===== src/rtl/weight_fetch_seq.sv =====
// Purpose : steps one weight store through phases 0..last_phase of a layer and hands each assembled weight vector downstream.
// Latency : start -> first ws_load is 2 cycles; each phase is SETUP(1) + fetch cycles + PRESENT(>=1), i.e. 8 cycles with a 6-cycle store fill.
// Backpressure: w_valid holds with ws_load high (store output frozen) until w_ready; abort wins over everything.
module weight_fetch_seq #(
    parameter int TIMEOUT = 16,
    parameter int TO_W    = 5
) (
    input  logic       clk,
    input  logic       rst_n,
    input  logic       start,
    input  logic [3:0] layer,
    input  logic [2:0] last_phase,
    input  logic       abort,
    output logic       ws_load,
    output logic [3:0] ws_cs,
    output logic [2:0] ws_phase,
    input  logic       ws_valid,
    output logic       w_valid,
    input  logic       w_ready,
    output logic [2:0] w_phase,
    output logic       busy,
    output logic       done,
    output logic       err
);

    typedef enum logic [2:0] {
        IDLE    = 3'd0,
        SETUP   = 3'd1,
        FETCH   = 3'd2,
        PRESENT = 3'd3,
        FINISH  = 3'd4
    } state_t;

    // Last fetch-counter value before the run is abandoned.
    localparam logic [TO_W-1:0] TO_LAST = TO_W'(TIMEOUT - 1);
    // The store only drops a stale valid on its first load cycle, so the
    // first two fetch cycles cannot be trusted.
    localparam logic [TO_W-1:0] VLD_MIN = TO_W'(2);

    state_t          state;
    logic [2:0]      last_q;
    logic [TO_W-1:0] fetch_cnt;

    // Sequencer FSM with all outputs registered.
    always_ff @(posedge clk or negedge rst_n) begin
        if (!rst_n) begin
            state     <= IDLE;
            last_q    <= 3'd0;
            fetch_cnt <= '0;
            ws_load   <= 1'b0;
            ws_cs     <= 4'd0;
            ws_phase  <= 3'd0;
            w_valid   <= 1'b0;
            w_phase   <= 3'd0;
            busy      <= 1'b0;
            done      <= 1'b0;
            err       <= 1'b0;
        end else begin
            done <= 1'b0;
            if (abort) begin
                state   <= IDLE;
                ws_load <= 1'b0;
                w_valid <= 1'b0;
                busy    <= 1'b0;
            end else begin
                case (state)
                    IDLE: begin
                        ws_load <= 1'b0;
                        if (start) begin
                            ws_cs    <= layer;
                            last_q   <= last_phase;
                            ws_phase <= 3'd0;
                            err      <= 1'b0;
                            busy     <= 1'b1;
                            state    <= SETUP;
                        end
                    end
                    SETUP: begin
                        // load stays low this cycle so the store re-latches its address
                        fetch_cnt <= '0;
                        ws_load   <= 1'b1;
                        state     <= FETCH;
                    end
                    FETCH: begin
                        if (ws_valid && (fetch_cnt >= VLD_MIN)) begin
                            w_valid   <= 1'b1;
                            w_phase   <= ws_phase;
                            fetch_cnt <= fetch_cnt + 1'b1;
                            state     <= PRESENT;
                        end else if (fetch_cnt == TO_LAST) begin
                            err     <= 1'b1;
                            ws_load <= 1'b0;
                            state   <= FINISH;
                        end else begin
                            fetch_cnt <= fetch_cnt + 1'b1;
                        end
                    end
                    PRESENT: begin
                        if (w_ready) begin
                            w_valid <= 1'b0;
                            ws_load <= 1'b0;
                            if (ws_phase == last_q) begin
                                done  <= 1'b1;
                                state <= FINISH;
                            end else begin
                                ws_phase <= ws_phase + 3'd1;
                                state    <= SETUP;
                            end
                        end
                    end
                    FINISH: begin
                        ws_load <= 1'b0;
                        busy    <= 1'b0;
                        state   <= IDLE;
                    end
                    default: begin
                        ws_load <= 1'b0;
                        w_valid <= 1'b0;
                        busy    <= 1'b0;
                        state   <= IDLE;
                    end
                endcase
            end
        end
    end

endmodule


===== config.mk =====
export PLATFORM = sky130hd
export DESIGN_NAME = weight_fetch_seq
export DESIGN_NICKNAME = d
export VERILOG_FILES = /design/src/rtl/weight_fetch_seq.sv
export SDC_FILE = /design/constraint.sdc
export NUM_CORES = 1
export LEC_CHECK = 0
export CAP_MARGIN = 20
export CORE_MARGIN = 2
export CORE_UTILIZATION = 45
export CTS_CLUSTER_SIZE = 25
export DETAILED_ROUTE_END_ITERATION = 8
export PLACE_DENSITY = 0.8
export SYNTH_ARGS = -nofsm -noshare
export SYNTH_HDL_FRONTEND = slang
export SYNTH_SLANG_ARGS = --single-unit

===== constraint.sdc =====
create_clock -name clk -period 1.8 [get_ports clk]
set_clock_uncertainty 0.1 [all_clocks]
set_input_delay 0.18 -clock clk [delete_from_list [all_inputs] [get_ports clk]]
set_output_delay 0.18 -clock clk [all_outputs]
set_load 0.02 [all_outputs]

==> out/metrics.csv <==
stage,metric,value,unit
logic_synthesis,async_reset_ff_frac,1.00,
layout,antenna_cells,0,
power_and_ir_drop,powerDensity,1290,nW/um^2
critical_path,crit_arrival,2.14,ns
critical_path,critPathRequiredTime,1.94,ns
sta,period_needed,1.99,ns
global_routing,overflow,0,
sta,tightest_slew,0.658,ns
clock_tree,cts_sinks,26,
global_routing,grt_usage,0.203,
layout,syn2layout_area_growth,46.9,%
clock_tree,cts_root_buffer,clkbuf_4,
global_routing,grt_max_degree,27,
sta,rsz0062_at_grt,true,
die,dieArea,3410,sq um
logic_synthesis,synth_edf_count,0,
placed_design,place.gp.congestion,0.920,
logic_synthesis,synth.most_common_cell,dfrtp_1,
logic_synthesis,synth.distinct_cells,37,
sta,fmax,502,MHz
logic_synthesis,ys_warn_count,0,
sta,slew_violations,0,
layout,drive_gt1_frac,0.343,
logic_synthesis,syn_nets,140,
sta,hold_violations,0,
critical_path,critPathTopFamily,simple AND/OR/NAND/NOR gates,
critical_path,critPathSlowestCell,or4_4,
route,detail_route.wl_per_cell,16.2,microns
logic_synthesis,synth_top_area_frac,0.489,
layout,stdcell_count,206,
placed_design,dpl.hpwl,2.25,mm
sta,fin_ws,-0.194,ns
placed_design,port_buffers,27,
logic_synthesis,ys_top_cells_by_count,"26 x dfrtp_1, 11 x o21ai_0, 10 x mux2_2, 9 x nand2_1, 7 x nand3_1",
critical_path,cp_cell_sequence,ha_2 > or4_4 > o21a_4 > mux2_4 > nor4b_4,
critical_path,r2r_end,state[2],
power_and_ir_drop,peakVddDrop,1.09,mV
critical_path,r2r_slack,-0.19,ns
logic_synthesis,post_synth_instance_area,1330,sq um
route,drc_errors,0,
die,die_h,58.4,microns
clock_tree,numCtsBuffers,3,
critical_path,ff2ff_path_depth,5,
critical_path,cp_num_buf_inv,0,
route,wl,3.33,mm
critical_path,max_stage_delay,0.46,ns
power_and_ir_drop,leakage,0.000848,uW
sta,tns,-1.54,ns
critical_path,cp-end-kind,flip-flop,
route,first_pass_iters,6,
critical_path,path_max_fanout,4,
critical_path,crit_type,flip-flop to flip-flop,
route,ant_nets,0,
run_status,status,"finished, violations left",
global_routing,grt_pass1_vias,1167,
clock_tree,clk_path_buf_depth,2,
critical_path,reg2reg_from,fetch_cnt[1],
global_routing,antenna_found_initial,0,
run_status,violations,negative setup slack,
clock_tree,htree_levels,1,
sta,setup_viol,13,
logic_synthesis,synthFlopType,dfrtp_1,
clock_tree,path_clk_slew,0.15,ns
logic_synthesis,syn_inst,123,
sta,fin_crit_sh,1.11,
global_routing,grt_pass1_wl,5.34,mm
sta,slew_headroom,0.555,
die,die_w,58.4,microns
clock_tree,cts_tree,built,
logic_synthesis,seq_area_frac_synth,0.489,
die,core_area,2780,sq um
die,rows,19,
route,drtIter0Drc,22,
logic_synthesis,syn_area_per_cell,10.8,sq um
placed_design,dp_cells,197,
route,via_per_inst,5.66,
run,cap_violations,0,
worst_hold_path,hold_class,primary input to async pin,
die,initial_utilization,0.479,
critical_path,crit_path_start_kind,flip-flop,
clock_tree,clock_latency,0.32,ns
logic_synthesis,yosys.area.top_type,dfrtp_1,
layout,finalNetCount,193,
logic_synthesis,synthTopCellsByArea,"dfrtp_1 49%, mux2_2 8.5%, o21ai_0 4.1%, ha_1 3.8%, nand3_1 2.6%",
logic_synthesis,ys_ff_latch,26,
route,num_vias,1165,
sta,holdWs,0.0955,ns
die,ios,28,
worst reg2reg max path, cell delays in order, from the launching register on:
cell and delay (ns):
dfrtp_1 0.43, ha_2 0.18, or4_4 0.46, o21a_4 0.23
mux2_4 0.28, nor4b_4 0.24
per-stage QoR:
step	worst slack, ns	cell area, sq um	utilization	power (uW)
floorplan	-0.118	1330	-	1530
global placement	-0.111	1780	0.638	1950
detailed placement	-0.181	1780	0.638	1990
CTS	-0.176	1880	0.677	2450
global route	-0.286	1960	0.703	2670
finish	-0.194	1960	0.703	2530
flip-flops by register name (all words and copies together), names as in the netlist, 3 cells and up:
name,cells
fetch_cnt,5
ws_cs,4
last_q,3
state,3
w_phase,3
ws_phase,3
metal layers:
metal,vias up,GRT usage,routed length [microns]
met3,0,0.0264,126
met2,29,0.371,1900
met5,-,0,0
met4,0,0.0598,0
li1,545,-,-
met1,591,0.247,1310
cells in the final DEF, fill, tap and decap left out, drive strengths merged:
master / n
and2: 2
o21a: 3
mux2i: 3
or4: 1
nand4: 1
a211oi: 1
or2: 3
o2bb2ai: 2
and3: 1
a311oi: 1
nor2b: 1
nand2b: 1
o21ai: 11
clkdlybuf4s50: 26
ha: 4
a21boi: 1
a31oi: 2
clkbuf: 3
bufinv: 1
nor4b: 3
nand3: 7
a221oi: 1
inv: 6
buf: 24
mux2: 10
nor2: 4
o211ai: 2
nand4b: 1
nor3: 2
nand3b: 2
xnor2: 3
dlymetal6s2s: 1
a21oi: 6
dfrtp: 26
nand2: 9
how the worst max path moves through the flow:
stage | slack (ns) | start | endpoint | cells after the start
after floorplan | -0.12 | fetch_cnt[0] | state[2] | 6
after global placement | -0.11 | fetch_cnt[1] | fetch_cnt[2] | 8
after detailed placement | -0.18 | fetch_cnt[1] | w_phase[0] | 4
after CTS | -0.18 | fetch_cnt[1] | state[2] | 5
after global routing | -0.29 | fetch_cnt[1] | state[0] | 8
final | -0.19 | fetch_cnt[1] | state[2] | 5
layout make-up:
| type | count | area [sq um] |
|---|---|---|
| Clock buffer | 3 | 22.5 |
| Tap cell | 31 | 38.8 |
| Sequential cell | 26 | 651 |
| Inverter | 6 | 22.5 |
| Fill cell | 202 | 826 |
| Multi-Input combinational cell | 88 | 718 |
| Timing Repair Buffer | 51 | 473 |
| Clock inverter | 1 | 30.0 |
what timing repair did:
action / CTS / global route
hold buffers: 0 / 0
resized for setup: 12 / 15
setup buffers: 2 / 3
pin swaps: 2 / 3
setup endpoints to repair: 12 / 15
report_power, final:
| part | switching, uW | internal, uW | total [uW] |
|---|---|---|---|
| sequential | 138 | 741 | 878 |
| combinational | 596 | 651 | 1250 |
| clock | 178 | 225 | 403 |
kinds of logic (layout without fill, tap and decap cells):
family / Yosys count / count (layout) / synth area share
flip-flops: 26 / 26 / 0.489
AND/OR/NAND/NOR: 38 / 38 / 0.166
multiplexers: 13 / 13 / 0.107
buffers and inverters: 9 / 61 / 0.0319
XOR/XNOR: 3 / 3 / 0.0197
adder cells (fa/ha/maj): 4 / 4 / 0.0376
AO/OA/AOI/OAI: 30 / 30 / 0.148
No activity file was read; power rests on OpenSTA's default activity.
